==> src/rtl/serializer_pkg.sv <==
// Shared types and sizing helpers for the parallel-to-serial front end.
package serializer_pkg;
  typedef enum logic {SER_IDLE, SER_SHIFT} ser_state_t;

  localparam int SER_MAX_W = 32;

  function automatic int ser_cnt_w(input int n);
    return $clog2(n + 1);
  endfunction
endpackage

==> src/rtl/bit_serializer_if.sv <==
// Load handshake plus serial output bundle between the serializer and its neighbours.
interface bit_serializer_if #(parameter int DATA_W = 8) ();
  logic              load_valid;
  logic [DATA_W-1:0] load_data;
  logic              load_ready;
  logic              shift_en;
  logic              w;
  logic              w_valid;
  logic              busy;
  logic              done;

  modport master (output load_valid, load_data, shift_en,
                  input  load_ready, w, w_valid, busy, done);
  modport slave  (input  load_valid, load_data, shift_en,
                  output load_ready, w, w_valid, busy, done);
endinterface

==> src/rtl/bit_serializer_even_parity.sv <==
// Even parity of a data word: 1 when the word holds an odd number of ones.
module even_parity #(
    parameter int DATA_W = 8
) (
    input  logic [DATA_W-1:0] data,
    output logic              parity
);
    assign parity = ^data;
endmodule

==> src/rtl/bit_serializer.sv <==
// Parallel-to-serial front end: one word in over valid/ready, one bit per strobe out on w.
// Optional trailing even-parity bit when SERIALIZER_PARITY_EN is defined.
module bit_serializer
  import serializer_pkg::*;
#(
    parameter int DATA_W    = 8,
    parameter bit MSB_FIRST = 1'b1,
    parameter bit IDLE_BIT  = 1'b0
) (
    input logic             clock,
    input logic             reset,
    bit_serializer_if.slave bus
);
`ifdef SERIALIZER_PARITY_EN
    localparam int NBITS = DATA_W + 1;
`else
    localparam int NBITS = DATA_W;
`endif
    localparam int CW = ser_cnt_w(NBITS);

    if (DATA_W < 2 || DATA_W > SER_MAX_W) begin : g_bad_width
        $error("bit_serializer: DATA_W out of range");
    end

    ser_state_t        state_q, state_d;
    logic [DATA_W-1:0] shreg_q, shreg_d;
    logic [CW-1:0]     bit_cnt_q, bit_cnt_d;
    logic              done_q, done_d;
    logic              head_bit, cur_bit, last_bit, consume, accept;

    // The shift register moves the next bit into the head position, so no variable index is needed.
    assign head_bit = MSB_FIRST ? shreg_q[DATA_W-1] : shreg_q[0];
    assign last_bit = (bit_cnt_q == CW'(NBITS - 1));
    assign consume  = (state_q == SER_SHIFT) & bus.shift_en;

`ifdef SERIALIZER_PARITY_EN
    logic par_q, par_d, load_par;

    even_parity #(.DATA_W(DATA_W)) u_parity (
        .data   (bus.load_data),
        .parity (load_par)
    );

    assign par_d   = accept ? load_par : par_q;
    assign cur_bit = (bit_cnt_q == CW'(DATA_W)) ? par_q : head_bit;

    always_ff @(posedge clock or negedge reset) begin
        if (!reset) par_q <= 1'b0;
        else        par_q <= par_d;
    end
`else
    assign cur_bit = head_bit;
`endif

    assign bus.load_ready = reset & ((state_q == SER_IDLE) | (last_bit & consume));
    assign accept         = bus.load_valid & bus.load_ready;
    assign bus.w          = (state_q == SER_SHIFT) ? cur_bit : IDLE_BIT;
    assign bus.w_valid    = (state_q == SER_SHIFT);
    assign bus.busy       = (state_q == SER_SHIFT);
    assign bus.done       = done_q;

    always_comb begin
        state_d   = state_q;
        shreg_d   = shreg_q;
        bit_cnt_d = bit_cnt_q;
        done_d    = 1'b0;
        if (consume) begin
            if (last_bit) begin
                state_d   = SER_IDLE;
                bit_cnt_d = '0;
                done_d    = 1'b1;
            end else begin
                bit_cnt_d = bit_cnt_q + CW'(1);
                shreg_d   = MSB_FIRST ? {shreg_q[DATA_W-2:0], 1'b0}
                                      : {1'b0, shreg_q[DATA_W-1:1]};
            end
        end
        // A reload in the last-bit cycle overrides the return to idle.
        if (accept) begin
            state_d   = SER_SHIFT;
            shreg_d   = bus.load_data;
            bit_cnt_d = '0;
        end
    end

    always_ff @(posedge clock or negedge reset) begin
        if (!reset) begin
            state_q   <= SER_IDLE;
            shreg_q   <= '0;
            bit_cnt_q <= '0;
            done_q    <= 1'b0;
        end else begin
            state_q   <= state_d;
            shreg_q   <= shreg_d;
            bit_cnt_q <= bit_cnt_d;
            done_q    <= done_d;
        end
    end
endmodule
==> src/flat_wrapper.sv <==
// flat-port wrapper written by rule: the top's interface ports become plain ports
module bit_serializer_flat import serializer_pkg::*;
#(
    parameter int DATA_W    = 8,
    parameter bit MSB_FIRST = 1'b1,
    parameter bit IDLE_BIT  = 1'b0
)
  (clock, reset, bus_load_valid, bus_load_data, bus_shift_en, bus_load_ready, bus_w, bus_w_valid, bus_busy, bus_done);
  bit_serializer_if #(.DATA_W(DATA_W)) bus_i ();
  input logic clock;
  input logic reset;
  input wire logic [$bits(bus_i.load_valid)-1:0] bus_load_valid;
  input wire logic [$bits(bus_i.load_data)-1:0] bus_load_data;
  input wire logic [$bits(bus_i.shift_en)-1:0] bus_shift_en;
  output wire logic [$bits(bus_i.load_ready)-1:0] bus_load_ready;
  output wire logic [$bits(bus_i.w)-1:0] bus_w;
  output wire logic [$bits(bus_i.w_valid)-1:0] bus_w_valid;
  output wire logic [$bits(bus_i.busy)-1:0] bus_busy;
  output wire logic [$bits(bus_i.done)-1:0] bus_done;
  assign bus_i.load_valid = bus_load_valid;
  assign bus_i.load_data = bus_load_data;
  assign bus_i.shift_en = bus_shift_en;
  assign bus_load_ready = bus_i.load_ready;
  assign bus_w = bus_i.w;
  assign bus_w_valid = bus_i.w_valid;
  assign bus_busy = bus_i.busy;
  assign bus_done = bus_i.done;
  bit_serializer #(.DATA_W(DATA_W), .MSB_FIRST(MSB_FIRST), .IDLE_BIT(IDLE_BIT)) u_core (.clock(clock), .reset(reset), .bus(bus_i));
endmodule
==> config.mk <==
export PLATFORM = sky130hd
export DESIGN_NAME = bit_serializer_flat
export DESIGN_NICKNAME = d
export VERILOG_FILES = /design/src/rtl/serializer_pkg.sv /design/src/rtl/bit_serializer_if.sv /design/src/rtl/bit_serializer_even_parity.sv /design/src/rtl/bit_serializer.sv /design/src/flat_wrapper.sv
export SDC_FILE = /design/constraint.sdc
export NUM_CORES = 1
export LEC_CHECK = 0
export CORE_MARGIN = 3
export CORE_UTILIZATION = 50
export CTS_CLUSTER_DIAMETER = 120
export CTS_CLUSTER_SIZE = 10
export DETAILED_ROUTE_END_ITERATION = 6
export PLACE_DENSITY = 0.81
export SYNTH_ARGS = -nofsm -noshare
export SYNTH_HDL_FRONTEND = slang
export SYNTH_HIERARCHICAL = 1
export SYNTH_SLANG_ARGS = --single-unit
==> constraint.sdc <==
create_clock -name clock -period 2.5 [get_ports clock]
set_clock_uncertainty 0.05 [all_clocks]
set_input_delay 0.375 -clock clock [delete_from_list [all_inputs] [get_ports clock]]
set_output_delay 0.375 -clock clock [all_outputs]
set_load 0.005 [all_outputs]
==> key figures <==
Outcome
  • Run status: finished, final reports clean

Die
  • Die X-Extent: 43.30 um
  • Number of core rows: 12
  • Vertical extent of the die: 43.30 um
  • I/O pin total: 17
  • Initial Utilization: 57.92%
  • Core box area: 0.001201 mm^2
  • Die Outline Area: 0.001875 mm^2

Clock tree
  • Number of cells upsized or downsized after cts: 0
  • Clock Pin Slew Worst Setup and Hold Paths: approximately 0.07 ns
  • TritonCTS Sinks: 14
  • Hold buffer count at cts: 0
  • Deepest clock path buffer count: 2
  • Cts bufs inserted: 3
  • CTS root buf: sky130_fd_sc_hd__clkbuf_4
  • Clock tree from TritonCTS: yes
  • Deepest level of the CTS H-tree: 1
  • Post-CTS Setup Repair Bufs: 0
  • Clock latency of the later-clocked register in the worst-skew pair: 0.28 ns

Critical path
  • Type of the setup path with the least slack: primary input to output pin
  • Critical path depth in cells: 5
  • Cells along the critical path: clkdlybuf4s50_1 > nand4b_1 > nand2_1 > and2_1 > clkdlybuf4s50_1
  • Data arrival time at the worst-slack endpoint: 1.76 ns
  • Worst-path cell with the longest stage delay: sky130_fd_sc_hd__clkdlybuf4s50_1
  • Kind of cell with the highest combined delay on the critical path: buffers and inverters
  • Critical path capture point type: output pin
  • Buffers & Inverters on Critical Path: 2
  • Worst Reg-to-Reg Cells: 4
  • Crit path largest cell delay: 0.54 ns
  • Startpoint Class: primary input
  • Required time of the critical path: approximately 2.1 ns
  • Critical-path maximum fanout: 5
  • Crit path top cell by count: sky130_fd_sc_hd__clkdlybuf4s50_1

Power
  • NetSw: 278.6 uW
  • Register share of total power: 44.6%
  • Power share of the clock group: 18.3%
  • Total power divided by cell area: 969.6 mW/mm^2
  • Share of power burned in combinational logic: a little under two fifths
  • P_leak: 0.0004079 uW
  • Switching Share: 32.26%
  • Maximum ir drop on the vdd rail: 566.6 uV
  • Cell internal pwr: between 500 and 600 uW

Routing
  • Vias per std cell: slightly below 6
  • DRC marker count from the first detailed-route iteration: 19
  • Detailed-route wire length per cell: 14.45 um
  • Post-route DRC violation count: 0
  • Number of iterations in the first detailed-routing pass: 4
  • Total detailed-routing wirelength: between 1000 and 1500 um
  • Number of vias after detailed routing: between 500 and 600
  • Remaining antenna violation count: 0

Timing
  • Final worst path period need: 2.190 ns
  • Final Max Tran Viols: 0
  • Setup TNS Final: 0 ns
  • Final hold viol count: 0
  • RSZ-0062 raised after global routing: no
  • Highest attainable clock frequency: 0.4567 GHz
  • Final setup violation count: 0
  • Slew Limit Headroom: 72.09%
  • Worst Tran Pin Value: 0.4177 ns
  • Final worst path period share: 87.59%

Synthesis
  • Async set-reset flop share out of synthesis: 100.0%
  • Mapped Cells: 68
  • Count of cell types in the netlist: 24
  • Post-synth EDFFs: 0
  • Most frequently used cell type in the post-synthesis netlist: sky130_fd_sc_hd__dfrtp_1
  • Yosys top cell area share: 50.36%
  • Most area-hungry cell type in the Yosys netlist: sky130_fd_sc_hd__dfrtp_1
  • Mean instance size in the synthesized netlist: a little over 10 um^2
  • Mapped Nets: 81
  • Total of flip-flops plus latches after synthesis: 14
  • Netlist Area Pre-Place: between 600 and 700 um^2
  • Top cells by area in the synthesized netlist: sky130_fd_sc_hd__dfrtp_1 (50%), sky130_fd_sc_hd__a221o_1 (7.2%), sky130_fd_sc_hd__nand2_1 (4.3%)
  • Top FF cell, synth: sky130_fd_sc_hd__dfrtp_1
  • Synthesis warning total: 6
  • Sequential-to-total area share from yosys stat: 50.36%
  • Most common library cells after synthesis: sky130_fd_sc_hd__dfrtp_1 (14), sky130_fd_sc_hd__nand2_1 (8), sky130_fd_sc_hd__a21oi_1 (5), sky130_fd_sc_hd__a221o_1 (5), sky130_fd_sc_hd__inv_1 (5)

GRT
  • Remaining Overflow, GRT: 0
  • Initial antenna violation count: 0
  • Largest net degree at the start of global routing: 15
  • Number of global-route vias before repair: 548
  • All-layer global routing usage: 17.69%
  • Global-route wire length before repair: 2477 um

Place
  • Area after DPL: 854.6 um^2
  • Hpwl dp: 1076 um
  • Port Buffer Count: 16
  • Final Wtd Congestion: 0.7786

Finish
  • Fraction of layout instances using a drive strength above 1: 8.235%
  • Area overhead of the layout relative to synthesis: 28.06%
  • Final instance area: 890.9 um^2
  • Area of the multi-input gates: 292.8 um^2
  • Fill cell count: 96
  • Count of nets after finishing: 99
  • Antenna cell count: 0
  • FF/Latch Area: 350.3 um^2

Job
  • Reported max-cap violation count: 0

Hold path
  • Class of the tightest hold or removal check: primary input to asynchronous set/reset pin
[area by class of cell]
cell class	count	share of cell area [%]
inverters	5	2.107
flip-flops and latches	14	39.33
multi-input cells	44	32.87
repair buffers	18	19.66
clock buffers	4	4.073
well taps	14	1.966
[registers in the layout (all words and copies together) (netlist names)]
name / cells
u_core/shreg_q: 8
u_core/bit_cnt_q: 4
u_core/bus.busy: 1
u_core/bus.done: 1
[stage by stage]
step / utilization (%) / hold slack [ns] / instances / setup WS [ns] / power, uW
after floorplan: - / 0.02941 / 68 / 0.9261 / 603.2
after global placement: 71.15 / 0.4407 / 95 / 0.3358 / 692.3
after detailed placement: 71.15 / 0.4468 / 95 / 0.3117 / 711.0
after CTS: 74.17 / 0.2972 / 99 / 0.3060 / 875.7
after global routing: 74.17 / 0.2968 / 99 / 0.2150 / 935.6
final: 74.17 / 0.2992 / 99 / 0.3102 / 863.8
[worst register-to-register path, cell delays in order, from the launching register on]
cell and delay (ns):
sky130_fd_sc_hd__dfrtp_1 0.41, sky130_fd_sc_hd__ha_1 0.25, sky130_fd_sc_hd__and3b_1 0.31, sky130_fd_sc_hd__a211o_1 0.41
sky130_fd_sc_hd__a221o_1 0.34
[cell usage in the layout, fill, tap and decap left out, types with 2 or more instances in the layout]
cell type                         synthesis  routed
sky130_fd_sc_hd__nand2_1                  8       8
sky130_fd_sc_hd__nor2b_1                  2       2
sky130_fd_sc_hd__a21oi_1                  5       5
sky130_fd_sc_hd__a221oi_1                 2       2
sky130_fd_sc_hd__nor3b_1                  3       3
sky130_fd_sc_hd__nand3_1                  2       2
sky130_fd_sc_hd__buf_4                    1       2
sky130_fd_sc_hd__clkbuf_4                 0       3
sky130_fd_sc_hd__dfrtp_1                 14      14
sky130_fd_sc_hd__clkdlybuf4s50_1          0      16
sky130_fd_sc_hd__nor3_1                   4       4
sky130_fd_sc_hd__o21ai_0                  2       2
sky130_fd_sc_hd__inv_1                    5       5
sky130_fd_sc_hd__a221o_1                  5       5
sky130_fd_sc_hd__mux2i_1                  2       2
[logic make-up after synthesis]
group / count (synthesis) / share of synthesized area, %
buf+inv: 10 / 7.554
fa+ha+maj: 1 / 1.798
xor+xnor: 1 / 1.259
mux: 2 / 2.878
flops: 14 / 50.36
simple gates: 25 / 20.15
compound gates: 15 / 16.01
[routing by layer]
metal	vias to the layer above	wire [um]	GRT usage [%]
li1	281	-	-
met1	268	599	23.34
met2	19	717	26.84
met3	3	102	8.051
met4	0	12	3.614
met5	-	0	0
[power groups by stage]
stage	Sequential [uW]	Combinational [uW]	Clock, uW
after floorplan	366	237	0
after detailed placement	390	321	0
after global placement	383	309	0
after global routing	399	361	176
final	386	320	158
after CTS	385	323	167
[final timing paths]
path	start	to	slack [ns]
min in group clock	u_core/shreg_q[2]	u_core/shreg_q[2]	0.47
hold reg to reg	u_core/shreg_q[2]	u_core/shreg_q[2]	0.47
max in group asynchronous	reset	u_core/shreg_q[1]	1.66
hold / removal	reset	u_core/bit_cnt_q[2]	0.30
setup / recovery	bus_shift_en	bus_load_ready	0.31
setup reg to reg	u_core/bit_cnt_q[0]	u_core/shreg_q[1]	0.63
Power figures use the tool's default switching activity.
